==> config.mk <==
export PLATFORM = sky130hd
export DESIGN_NAME = arb8_rr
export DESIGN_NICKNAME = d
export VERILOG_FILES = /design/src/rtl/arb8_rr.sv
export SDC_FILE = /design/constraint.sdc
export NUM_CORES = 1
export LEC_CHECK = 0
export ABC_CLOCK_PERIOD_IN_PS = 5400
export BUFFER_PORTS_ARGS = -buffer_cell sky130_fd_sc_hd__buf_4
export CAP_MARGIN = 20
export CORE_MARGIN = 2
export CORE_UTILIZATION = 33
export DETAILED_ROUTE_END_ITERATION = 16
export SETUP_SLACK_MARGIN = 0.1
export SLEW_MARGIN = 40
export SYNTH_ARGS = -nofsm -noshare
export SYNTH_HDL_FRONTEND = slang
export SYNTH_SLANG_ARGS = --single-unit
==> constraint.sdc <==
create_clock -name clk -period 5.4 [get_ports clk]
set_clock_uncertainty 0.2 [all_clocks]
set_input_delay 0.27 -clock clk [delete_from_list [all_inputs] [get_ports clk]]
set_output_delay 0.27 -clock clk [all_outputs]
set_load 0.01 [all_outputs]
==> src/rtl/arb8_rr.sv <==
// arb8_rr: eight-way round-robin arbiter with one-hot and encoded grant
// outputs, grant held until release with a bounded hold time.
module arb8_rr #(
  parameter int unsigned MAX_HOLD = 16
) (
  input  logic       clk,
  input  logic       rst,
  input  logic       e,
  input  logic [7:0] req,
  input  logic       done,
  output logic [7:0] gnt,
  output logic [2:0] gidx,
  output logic       valid
);

  typedef enum logic {
    IDLE,
    GRANT
  } state_t;

  state_t     state, state_n;
  logic [2:0] ptr, ptr_n;
  logic [7:0] hcnt, hcnt_n;
  logic [7:0] gnt_n;
  logic [2:0] gidx_n;
  logic       valid_n;

  logic [2:0] scan_idx;
  logic [2:0] win;
  logic       found;
  logic       rel;
  logic       at_limit;

  // Rotating priority scan: first requester at or above ptr, wrapping 7 -> 0.
  always_comb begin
    found    = 1'b0;
    win      = '0;
    scan_idx = '0;
    for (int unsigned k = 0; k < 8; k++) begin
      scan_idx = ptr + 3'(k);
      if (!found && req[scan_idx]) begin
        found = 1'b1;
        win   = scan_idx;
      end
    end
  end

  assign at_limit = (hcnt == 8'(MAX_HOLD));
  assign rel      = done | ~req[gidx] | at_limit | e;

  // Next-state and next-output decode for the IDLE/GRANT controller.
  always_comb begin
    state_n = state;
    ptr_n   = ptr;
    hcnt_n  = hcnt;
    gnt_n   = gnt;
    gidx_n  = gidx;
    valid_n = valid;
    unique case (state)
      IDLE: begin
        if (!e && found) begin
          state_n = GRANT;
          gnt_n   = 8'd1 << win;
          gidx_n  = win;
          valid_n = 1'b1;
          hcnt_n  = 8'd1;
        end else begin
          gnt_n   = '0;
          gidx_n  = '0;
          valid_n = 1'b0;
          hcnt_n  = '0;
        end
      end
      GRANT: begin
        if (rel) begin
          state_n = IDLE;
          gnt_n   = '0;
          gidx_n  = '0;
          valid_n = 1'b0;
          hcnt_n  = '0;
          // An enable-forced withdrawal keeps the current priority position.
          if (!e) ptr_n = gidx + 3'd1;
        end else begin
          hcnt_n = hcnt + 8'd1;
        end
      end
      default: state_n = IDLE;
    endcase
  end

  // State, pointer, hold counter and registered grant outputs.
  always_ff @(posedge clk or posedge rst) begin
    if (rst) begin
      state <= IDLE;
      ptr   <= '0;
      hcnt  <= '0;
      gnt   <= '0;
      gidx  <= '0;
      valid <= 1'b0;
    end else begin
      state <= state_n;
      ptr   <= ptr_n;
      hcnt  <= hcnt_n;
      gnt   <= gnt_n;
      gidx  <= gidx_n;
      valid <= valid_n;
    end
  end

endmodule

# After elaboration in Yosys (flattened, before gate mapping)
# Cells that the tools add are included.
# totals
ff_bits	24
output_inout_bits	12
# op_classes
mux	48
n_addsub	9
bitwise_logic	6
eq_ne	2
n_shift	1
reduce_logical	17
magnitude_cmp	9
# ops
cell	n
3-bit by 4-bit < comparator with 1-bit output, second input constant	9
8-bit case mux with 2 select lines	2
3-bit 2-to-1 mux	10
1-bit binary-select mux with 3-bit select	9
8-bit 2-to-1 mux	3
1-bit 2-to-1 mux	21
3-bit adder, second input constant	4
8-bit by 1-bit adder with 8-bit output, second input constant	1
8-bit by 5-bit equality test with 1-bit output, second input constant	1
1-bit logical AND	8
1-bit zero test	8
1-bit by 3-bit << shifter with 8-bit output, first input constant	1
3-bit by 1-bit adder with 3-bit output, second input constant	2
3-bit by 2-bit adder with 3-bit output, second input constant	2
3-bit case mux with 2 select lines	1
1-bit case mux with 2 select lines	2
1-bit NOT	3
1-bit bitwise OR	3
3-bit AND reduction	1
2-bit by 1-bit != test with 1-bit output, second input constant	1

# Logic depth before layout (Yosys ltp)
# depth
ltp_word	27
mapped_depth	11

# Worst setup path after synthesis
# OpenSTA, ideal clock, no wires.
# synth_timing
path_type	reg-to-reg
startpoint	reg ptr[1]
endpoint	reg gnt[4]
n_path_buf	2
arrival_ns	3.435
path_stages_with_launch	12
setup_ns	0.122
setup_slack_ns	1.644
cell_sequence	dfrtp_1 buf_1 inv_1 ha_1 buf_6 mux2_1 mux4_2 o32ai_4 nand2_2 o41ai_4 nor2b_2 a32o_1
# synth_via
elab_chain_cells	27
word_cells_on_any_way	57
classes_between	add/sub (7); shift (1); mux (34); reduce/logical (15)
# synth_rtl
item	line	text
start: declaration	22	logic [2:0] ptr, ptr_n;
start signal: assignment	102	ptr <= ptr_n;
branches (longest 25 deep; another with 3-bit by 1-bit adder with 3-bit output)	--	
8-bit 2-to-1 mux *	61	if (!e && found) begin
8-bit case mux with 2 select lines *	59	unique case (state)
end signal: assignment	104	gnt <= gnt_n;
end: declaration	11	output logic [7:0] gnt,
# Mark *: on every way between the ends. The select of a mux whose other input is x is not followed.
# A chain may end at the register's enable or synchronous reset.

# Worst setup path in the final report
# Ends and elaborated chain as after synthesis.

==> results.txt <==
The flow ran to the end, and the final reports show no timing, DRC or antenna violations. The clock buffer count from CTS came out at 3. For this run, the post-layout net count is 238.

The count of vias placed by the detailed router came out at 1656. The maximum level of the CTS H-tree is 1. The share of flip-flops with an asynchronous set or reset after synthesis came out at 100%. Data arrives at the worst endpoint at 4.15 ns. Among all stages on the critical path, the largest delay is contributed by dfrtp_1. The hold path startpoint is e. The via count of the first global-routing pass was 1662. The global-route total usage across every layer is 13.6%. After global routing the overflow that remains totals 0.

The number of antenna-violating nets in the routed design is 0. The met2 wire length came out at 2280 microns. After synthesis the netlist holds a flip-flop and latch count of 24.

The half-perimeter wire length after placement is 3450 microns. The final critical path takes up 77.6% of the cycle. The worst register-to-register path ends at gnt[4]. The summed negative setup slack over all endpoints came out at 0 ns.

The synthesized design contains 0 enable-type register cells. The area of the placeable core came out at 0.00596 sq mm. The element type at the critical path end is a flop.

The tightest min-delay check is of the in2reg type. The maximum fanout along the worst path is 14. The startpoint identified for the worst register-to-register timing path is ptr[1]. The number of cells on the worst reg-to-reg path came out at 9. The detailed-route wire length per cell came out at 15.6 microns. The count of cells resized by post-cts repair is 0. The final wirelength is 4610 microns. The worst stage delay on the critical path came out at 0.69 ns.

Entering global routing, the biggest net connects 25 pins. The critical path goes through inv_1 -> ha_1 -> mux2_2 -> mux4_2 -> o32ai_4 -> nand2_2 -> o41ai_4 -> nor2b_2 -> a32o_1. On the final layout, the worst hold slack is 0.157 ns. The vertical die dimension is 82.8 microns. The total nets after synthesis is 215. The number of buffers inserted to repair setup after CTS came out at 0. The wire length of the first global-routing pass is 8000 microns. The register clock-pin slew on the reported worst setup and hold paths came out at 0.09 ns. The met3 wire length came out at 120 microns. The share of synthesized area occupied by flip-flops and latches came out at 29.3%.

The category of cells accounting for the largest share of critical-path delay is compound AO/OA/AOI/OAI gates. The number of antenna violations at the first check in global routing is 0. The share of the core filled with cells in the final layout came out at 39.7%.

The synthesized area per cell is 10.4 sq um. Measured against its own limit, the worst slew margin works out to 56.1%. The non-filler instance count after layout is 295. The highest routed metal layer is met4. The diode insertion count for antenna repair came out at 0.

The fraction of final layout cells sized beyond drive strength 1 came out at 26.4%. After detailed routing, the wire length on met1 is 2200 microns. The element type at the critical path start is a flop. The clock root buffer is clkbuf_8. Setup repair after global routing left no endpoint under its margin. The die covers 0.00686 sq mm. Synthesis produced 198 cells.

The cell count after placement is 290. The final design instance area without fill is 0.00236 sq mm. For this run, the leading register cell type out of synthesis is dfrtp_1. The number of cells on the worst hold path is 4. The routability-driven placement congestion ratio came out at 0.824. The number of different library cells in the post-synthesis netlist is 51. The largest buffer count on any clock path came out at 2.

The via-per-instance ratio came out at 5.61. The total of buffers placed on input and output ports came out at 23. The slew of the pin with the lowest slew margin is 0.640 ns.

The max capacitance violation total is 0. For this configuration, the core starts out at a cell density of 34.4%. The hold violation total from the final report came to 0. Based on the critical path, the design can be clocked at up to 0.239 GHz. The width of the chip came out at 82.8 microns. The standard-cell row count is 28. 24 I/O pins were placed. The power density over cell area came out at 652 mW/mm^2. The final setup violation count is 0.

At the worst endpoint, the required time is 5.36 ns. Summing all placed instances gives a cell area of 0.00228 sq mm. The CTS tree is done. The area growth from synthesis to layout came out at 15.3%. The count of clock tree sinks came out at 24.

By startpoint and endpoint, the worst setup path is classified as reg2reg. For this design the static power due to leakage is 1.00 nW. Before antenna repair, the detailed router went through 4 iterations. The remaining routing DRC violations is 0. The count of synthesis-stage warnings from yosys came out at 0. The worst-skew pair later-pin latency came out at 0.27 ns. Subtracting the final worst setup slack from the clock period gives 4.19 ns. IR analysis of the VDD net gives a maximum drop of 0.000167 V.

The count of buffering cells on the critical path with inverters included is 1. For hold timing, the worst endpoint is valid. The number of buffers inserted for hold repair after clock tree synthesis is 1. The first-iteration detailed-routing DRC count came out at 151. The mapped cell area is 0.00205 sq mm. The max-slew violation total from the final report came out at 0. The setup slack of the worst register-to-register path came out at 1.21 ns.
[worst max path at each step]
stage / start / endpoint / slack (ns) / cells after the start
detailed placement: ptr[1] / gnt[4] / 1.20 / 9
global route: ptr[1] / gnt[4] / 0.94 / 9
CTS: ptr[1] / gnt[4] / 1.18 / 9
global placement: ptr[1] / gnt[7] / 1.28 / 9
finish: ptr[1] / gnt[4] / 1.21 / 9
floorplan: ptr[1] / gnt[4] / 1.64 / 11
[cell usage after synthesis, types with 3 or more instances]
cell      count  area, sq um
dfrtp_1      24          601
mux4_2       14          315
nand2_1      12         45.0
nand3_1      11         55.1
nor2_1       11         41.3
inv_1        10         37.5
o21ai_0      10         50.1
a21oi_1       9         45.0
mux2_2        7         78.8
mux2i_1       7         70.1
xor2_1        7         61.3
and3_1        5         31.3
ha_1          5         62.6
nand2b_1      5         31.3
a22o_1        4         35.0
a32o_1        4         40.0
and2_1        4         25.0
clkbuf_1      4         15.0
o211ai_1      3         22.5
xnor2_1       3         26.3
[registers in the layout (all words and copies together), names as in the netlist]
signal,flops
state,1
gidx,3
ptr,3
gnt,8
hcnt,8
valid,1
[stage by stage]
step / power (W) / setup WS [ns]
2_1_floorplan: 0.00116 / 1.64
3_3_place_gp: 0.00138 / 1.28
6_report: 0.00154 / 1.21
4_1_cts: 0.00155 / 1.18
5_1_grt: 0.00168 / 0.936
3_5_place_dp: 0.00138 / 1.20
[placed cells by master (no fill, tap or decap), drive strengths merged, types with 2 or more instances in the layout]
cell     synthesis  routed
nand2           13      13
buf              3      24
ha               5       5
mux4            14      14
o22a             2       2
xor2             7       7
mux2             9       9
nor2            11      11
clkbuf           4       3
nor2b            3       3
and3             5       5
a22o             4       4
nand3b           2       2
dfrtp           24      24
and2             4       4
xnor2            3       3
o21ai           11      11
a21oi            9       9
nand2b           5       5
nand3           11      11
o211ai           3       3
a21o             2       2
a2111oi          2       2
o22ai            2       2
or3b             2       2
a22oi            2       2
a21boi           2       2
mux2i            7       7
inv             10      10
a32o             4       4
[where the power goes]
| group | switching (W) | total [W] | internal [W] | leakage [nW] |
|---|---|---|---|---|
| logic | 0.000601 | 0.00110 | 0.000498 | 0.645 |
| clock network | 0.0000578 | 0.000157 | 0.0000990 | 0.0357 |
| registers | 0.0000641 | 0.000285 | 0.000221 | 0.322 |
[cell type report]
class	count	area, sq um
fillers	592	3590
repair buffers	25	190
inverters	10	37.5
clock buffers	3	41.3
well taps	75	93.8
clock inverters	1	30.0
flip-flops and latches	24	601
multi-input cells	157	1370
[tightest hold or removal path, cell delays in order]
cell     delay, ns
buf_4         0.10
nor2_1        0.07
o41ai_4       0.10
nand2_1       0.05
[cells by family after synthesis]
family / after synthesis / synth area share, %
and+or+nand+nor: 62 / 16.2
DFF: 24 / 29.3
xor gates and xnor gates: 10 / 4.27
AOI/OAI and AO/OA: 50 / 19.4
buffers and inverters: 17 / 3.85
muxes: 30 / 23.9
adders and majority gates: 5 / 3.05
[per-layer routing]
layer	vias to the layer above	global-route usage (%)
li1	804	-
met4	0	0.894
met2	23	22.8
met3	2	2.29
met1	827	19.3
met5	-	0
Power figures use the tool's default switching activity.
